<file path="src/rtl/sram_82s21_ctl.sv">
// ---------------------------------------------------------------------------
// sram_82s21_ctl
//
// Synchronous initiator for one 82S21-style 32x2 write-while-read bipolar RAM.
// Takes single-cycle read/write requests from the datapath and produces the
// RAM pin sequence: the address is latched by driving CE low, a read uses a
// STROBE pulse, and a write uses the per-bit WE_N lines with a WCLK_N pulse.
// Each completed operation produces a one-cycle rsp_valid pulse.
//
// Optional feature macro: SRAM_82S21_CTL_VERIFY_EN
//   When defined, every write is followed by a readback of the same word.
//   rsp_err flags any masked bit of the readback that differs from the
//   written data.
//   When not defined, writes end after the recovery cycle and rsp_err is 0.
//
// Parameters
//   STROBE_CYCLES  cycles STROBE is held high for a read          (1..15)
//   WE_CYCLES      cycles WE_N/WCLK_N are held low for a write     (1..15)
//
// Ports
//   clk         system clock, rising edge
//   reset_n     asynchronous active-low reset
//   req_valid   request present
//   req_ready   controller idle; a request is accepted on valid && ready
//   req_we      1 = write, 0 = read
//   req_addr    word address
//   req_wdata   write data {bit1,bit0}
//   req_wmask   per-bit write enable (bit K drives ram_weK_n)
//   rsp_valid   one-cycle pulse: read data valid / write complete
//   rsp_rdata   last captured read data
//   rsp_err     readback mismatch, qualified by rsp_valid
//   ram_a       RAM address A4..A0
//   ram_i       RAM data inputs I1,I0
//   ram_ce      chip enable, active-low (address latches while low)
//   ram_we0_n   bit-0 write enable, active-low
//   ram_we1_n   bit-1 write enable, active-low
//   ram_wclk_n  write clock, active-low
//   ram_strobe  read strobe, active-high
//   ram_d       RAM data outputs D1,D0
// ---------------------------------------------------------------------------
module sram_82s21_ctl #(
   parameter int unsigned STROBE_CYCLES = 2,
   parameter int unsigned WE_CYCLES     = 2
) (
   input  logic       clk,
   input  logic       reset_n,
   input  logic       req_valid,
   output logic       req_ready,
   input  logic       req_we,
   input  logic [4:0] req_addr,
   input  logic [1:0] req_wdata,
   input  logic [1:0] req_wmask,
   output logic       rsp_valid,
   output logic [1:0] rsp_rdata,
   output logic       rsp_err,
   output logic [4:0] ram_a,
   output logic [1:0] ram_i,
   output logic       ram_ce,
   output logic       ram_we0_n,
   output logic       ram_we1_n,
   output logic       ram_wclk_n,
   output logic       ram_strobe,
   input  logic [1:0] ram_d
);

   typedef enum logic [2:0] {
      S_IDLE,
      S_SETUP,
      S_STRB,
      S_CAPT,
      S_WR,
      S_REC
   } state_t;

   // The down-counter is loaded with N-1 so that a phase lasts exactly N cycles.
   localparam logic [3:0] STRB_LOAD = 4'(STROBE_CYCLES - 1);
   localparam logic [3:0] WE_LOAD   = 4'(WE_CYCLES - 1);

   state_t     state;
   logic [3:0] cnt;
   logic       op_we;
   logic [1:0] mask_q;

`ifdef SRAM_82S21_CTL_VERIFY_EN
   logic       err_q;
   assign rsp_err = err_q;
`else
   assign rsp_err = 1'b0;
`endif

   always_ff @(posedge clk or negedge reset_n) begin
      if (!reset_n) begin
         state      <= S_IDLE;
         cnt        <= '0;
         op_we      <= 1'b0;
         mask_q     <= '0;
         req_ready  <= 1'b1;
         rsp_valid  <= 1'b0;
         rsp_rdata  <= '0;
         ram_a      <= '0;
         ram_i      <= '0;
         ram_ce     <= 1'b1;
         ram_we0_n  <= 1'b1;
         ram_we1_n  <= 1'b1;
         ram_wclk_n <= 1'b1;
         ram_strobe <= 1'b0;
`ifdef SRAM_82S21_CTL_VERIFY_EN
         err_q      <= 1'b0;
`endif
      end else begin
         // Response strobes are single-cycle by default.
         rsp_valid <= 1'b0;
`ifdef SRAM_82S21_CTL_VERIFY_EN
         err_q     <= 1'b0;
`endif
         case (state)
            S_IDLE: begin
               // req_ready is always high here, so valid alone means accept.
               if (req_valid) begin
                  ram_a     <= req_addr;
                  ram_i     <= req_wdata;
                  mask_q    <= req_wmask;
                  op_we     <= req_we;
                  ram_ce    <= 1'b0;
                  req_ready <= 1'b0;
                  state     <= S_SETUP;
               end
            end

            S_SETUP: begin
               if (op_we) begin
                  cnt        <= WE_LOAD;
                  ram_wclk_n <= 1'b0;
                  ram_we0_n  <= ~mask_q[0];
                  ram_we1_n  <= ~mask_q[1];
                  state      <= S_WR;
               end else begin
                  cnt        <= STRB_LOAD;
                  ram_strobe <= 1'b1;
                  state      <= S_STRB;
               end
            end

            S_STRB: begin
               if (cnt == 4'd0) begin
                  ram_strobe <= 1'b0;
                  state      <= S_CAPT;
               end else begin
                  cnt <= cnt - 4'd1;
               end
            end

            S_CAPT: begin
               rsp_rdata <= ram_d;
               rsp_valid <= 1'b1;
               ram_ce    <= 1'b1;
               req_ready <= 1'b1;
               state     <= S_IDLE;
`ifdef SRAM_82S21_CTL_VERIFY_EN
               // Only a write readback can mismatch; ram_i still holds wdata.
               err_q     <= op_we & (|((ram_d ^ ram_i) & mask_q));
`endif
            end

            S_WR: begin
               if (cnt == 4'd0) begin
                  ram_wclk_n <= 1'b1;
                  ram_we0_n  <= 1'b1;
                  ram_we1_n  <= 1'b1;
                  state      <= S_REC;
               end else begin
                  cnt <= cnt - 4'd1;
               end
            end

            S_REC: begin
`ifdef SRAM_82S21_CTL_VERIFY_EN
               // CE stays low; readback reuses the read strobe/capture path.
               cnt        <= STRB_LOAD;
               ram_strobe <= 1'b1;
               state      <= S_STRB;
`else
               rsp_valid <= 1'b1;
               ram_ce    <= 1'b1;
               req_ready <= 1'b1;
               state     <= S_IDLE;
`endif
            end

            default: begin
               ram_ce     <= 1'b1;
               ram_we0_n  <= 1'b1;
               ram_we1_n  <= 1'b1;
               ram_wclk_n <= 1'b1;
               ram_strobe <= 1'b0;
               req_ready  <= 1'b1;
               state      <= S_IDLE;
            end
         endcase
      end
   end

endmodule

</file>
<file path="config.mk">
export PLATFORM = sky130hd
export DESIGN_NAME = sram_82s21_ctl
export DESIGN_NICKNAME = d
export VERILOG_FILES = /design/src/rtl/sram_82s21_ctl.sv
export SDC_FILE = /design/constraint.sdc
export NUM_CORES = 1
export LEC_CHECK = 0
export CAP_MARGIN = 25
export CORE_MARGIN = 2
export CORE_UTILIZATION = 49
export DETAILED_ROUTE_END_ITERATION = 16
export PLACE_DENSITY = 0.84
export SYNTH_ARGS = -nofsm -noshare
export SYNTH_HDL_FRONTEND = slang
export SYNTH_SLANG_ARGS = --single-unit
</file>
<file path="constraint.sdc">
create_clock -name clk -period 1.8 [get_ports clk]
set_input_delay 0.36 -clock clk [delete_from_list [all_inputs] [get_ports clk]]
set_output_delay 0.36 -clock clk [all_outputs]
set_load 0.02 [all_outputs]
</file>
==> flow_summary.yaml <==
run_status:
  status: "completed"
clocking:
  clock_path_buffers: 2
  clk_pin_slew_ns: 0.12
  cts_root_buf: "clkbuf_4"
  cts_hold_buf: 0
  numCtsBuffers: 3
  clock_latency_ns: 0.31
  h-tree-depth: 1
  cts_tree: "built"
  cts_sinks: 25
worst_setup_path:
  startpoint_type: "flop"
  crit_buf_inv: 1
  slowest_delay_ns: 0.62
  worstPathArrival_ns: 1.33
  required_ns: 1.44
  path_max_fanout: 2
  crit_family: "buffers and inverters"
  end_kind: "primary output"
  crit_type: "flop to primary output"
  slowest_stage: "clkdlybuf4s50_1"
  cp_cell_sequence: "clkdlybuf4s50_1"
grt:
  grt_antenna_before_repair: 0
  grt_max_degree: 26
  grt_pass1_vias: 1149
  overflow: 0
  grt_usage_pct: 20.0
  grt_first_pass_wirelength_um: 4980
synth:
  syn_area_sq_um: 1360
  syn-mean-instance-area_sq_um: 11.0
  syn-instance-count: 123
  synth_fp_nets: 139
  synth-seq-cells: 25
  synthFlopType: "dfrtp_1"
  yosysTopAreaCell: "dfrtp_1"
  yosys-top-cells-area: "dfrtp_1 39%, mux2_4 11%, dfstp_2 7.7%, nand2_1 3.3%, nor2_1 2.8%"
  synth-edff-count: 0
  yosysTopAreaCellShare_pct: 38.7
  async_flop_share_pct: 100
  synth.distinct_cells: 44
  yosysWarnings: 0
  yosysSeqAreaShare_pct: 46.5
sta:
  layout_min_cycle_time_ns: 1.69
  finalSetupViolCount: 0
  hold_viol: 0
  whs_ns: 0.395
  rsz0062_at_grt: "no"
  skew_ns: 0.00298
  drv_slew: 0
  setup_tns_ns: 0
  period_share_pct: 94.2
  fmax_mhz: 590
power:
  p_leak_nw: 0.732
  p_per_area_nw_per_um2: 1840
  total_power_w: 0.00311
  vdd_ir_drop_max_uv: 1160
finish:
  final_common_cell: "clkdlybuf4s50_1"
  fin_nets: 171
  antenna_cells: 0
  drive_gt1_share_pct: 22.7
  fillers: 225
  mostFrequentLayoutCells: "25 x clkdlybuf4s50_1, 21 x dfrtp_1, 12 x nand2_1, 10 x nor2_1, 10 x mux2_4"
  area_growth_pct: 24.9
placed_design:
  hpwl_um: 2160
  port-buffer-count: 30
  gp_congestion: 0.776
die:
  num_io_pins: 32
  design.core.area_sq_um: 2690
  rows: 19
  start_util_pct: 50.5
  die_area_sq_um: 3210
  die_w_um: 56.6
  die_y_um: 56.6
detailed_routing:
  drt_iter0_markers: 23
  route.antenna.remaining_nets: 0
  vias: 1048
  wire_per_inst_um: 15.5
  drcViolationCount: 0
  drt_first_pass_iters: 4
  vias_per_cell: 5.66
  routed_wl_um: 2880
min_path:
  hold_class: "input port to async pin"
flow_run:
  cap_viol_max_count: 0
==> cell usage after synthesis, drive strengths merged, types with 2 or more instances <==
cell type	instances
nand2	12
nand2b	2
or4	2
buf	8
a21oi	7
dfrtp	21
dfstp	4
o32a	2
nor2b	3
inv	5
o21ai	11
nor2	11
o22a	2
nor3b	2
mux2	13
==> kinds of logic (layout without fill, tap and decap cells) <==
logic type	after synthesis	count (layout)	share of synthesized area [%]
multiplexers	14	14	14.3
buffers and inverters	13	44	5.71
AND/OR/NAND/NOR	39	39	17.4
adder cells (fa/ha/maj)	1	1	0.922
flip-flops	25	25	46.5
AO/OA/AOI/OAI	30	30	14.9
other	1	1	0.276
==> state kept, by name, summed over array words and instances (netlist names) <==
signal / count
cnt: 4
ram_i: 2
rsp_valid: 1
state: 3
ram_we0_n: 1
ram_strobe: 1
ram_we1_n: 1
rsp_rdata: 2
ram_wclk_n: 1
mask_q: 2
ram_ce: 1
ram_a: 5
op_we: 1
==> area by class of cell <==
type	count	area, sq um	share of cell area [%]
clock buffer	4	26.3	1.55
inverter	5	18.8	1.11
multi-input combinational	85	649	38.3
sequential	25	631	37.2
tap	31	38.8	2.29
timing repair buffer	35	332	19.6
==> worst paths after layout <==
check                      startpoint          to  slack [ns]  cells after the start
setup / recovery             ram_a[0]    ram_a[0]        0.11                      1
hold / removal                reset_n   rsp_valid        0.39                      2
setup reg to reg               cnt[0]      cnt[1]        0.14                      6
hold reg to reg            ram_wclk_n  ram_wclk_n        0.52                      2
max in group asynchronous     reset_n   ram_we0_n        1.12                      2
min in group clk           ram_wclk_n  ram_wclk_n        0.52                      2
==> repair_timing <==
| item | in CTS | in global routing |
|---|---|---|
| setup endpoints to repair | 5 | 0 |
| setup buffers | 0 | 0 |
| gates resized for setup | 5 | 0 |
==> routing by layer <==
layer / vias to the layer above / GRT usage (%) / part of all wire (%)
met5: - / 0 / 0
met1: 512 / 25.1 / 41
li1: 497 / - / -
met4: 0 / 11.6 / 2.6
met2: 33 / 32.2 / 51
met3: 6 / 3.46 / 4.9
==> per-stage QoR <==
step / std cells / instance area [sq um] / setup WS, ns / util [%]
after floorplan: 123 / 1360 / 0.275 / -
after global placement: 181 / 1680 / 0.0616 / 62.4
after detailed placement: 181 / 1680 / 0.0493 / 62.4
after CTS: 185 / 1700 / 0.0920 / 63.1
after global routing: 185 / 1700 / 0.0279 / 63.1
final: 185 / 1700 / 0.105 / 63.1
==> where the power goes <==
part / leakage [nW] / switching [W] / internal (W)
Clock: 0.0150 / 0.000157 / 0.0000865
Sequential: 0.294 / 0.000232 / 0.000858
Combinational: 0.423 / 0.000876 / 0.000906
No activity file was read; power rests on OpenSTA's default activity.
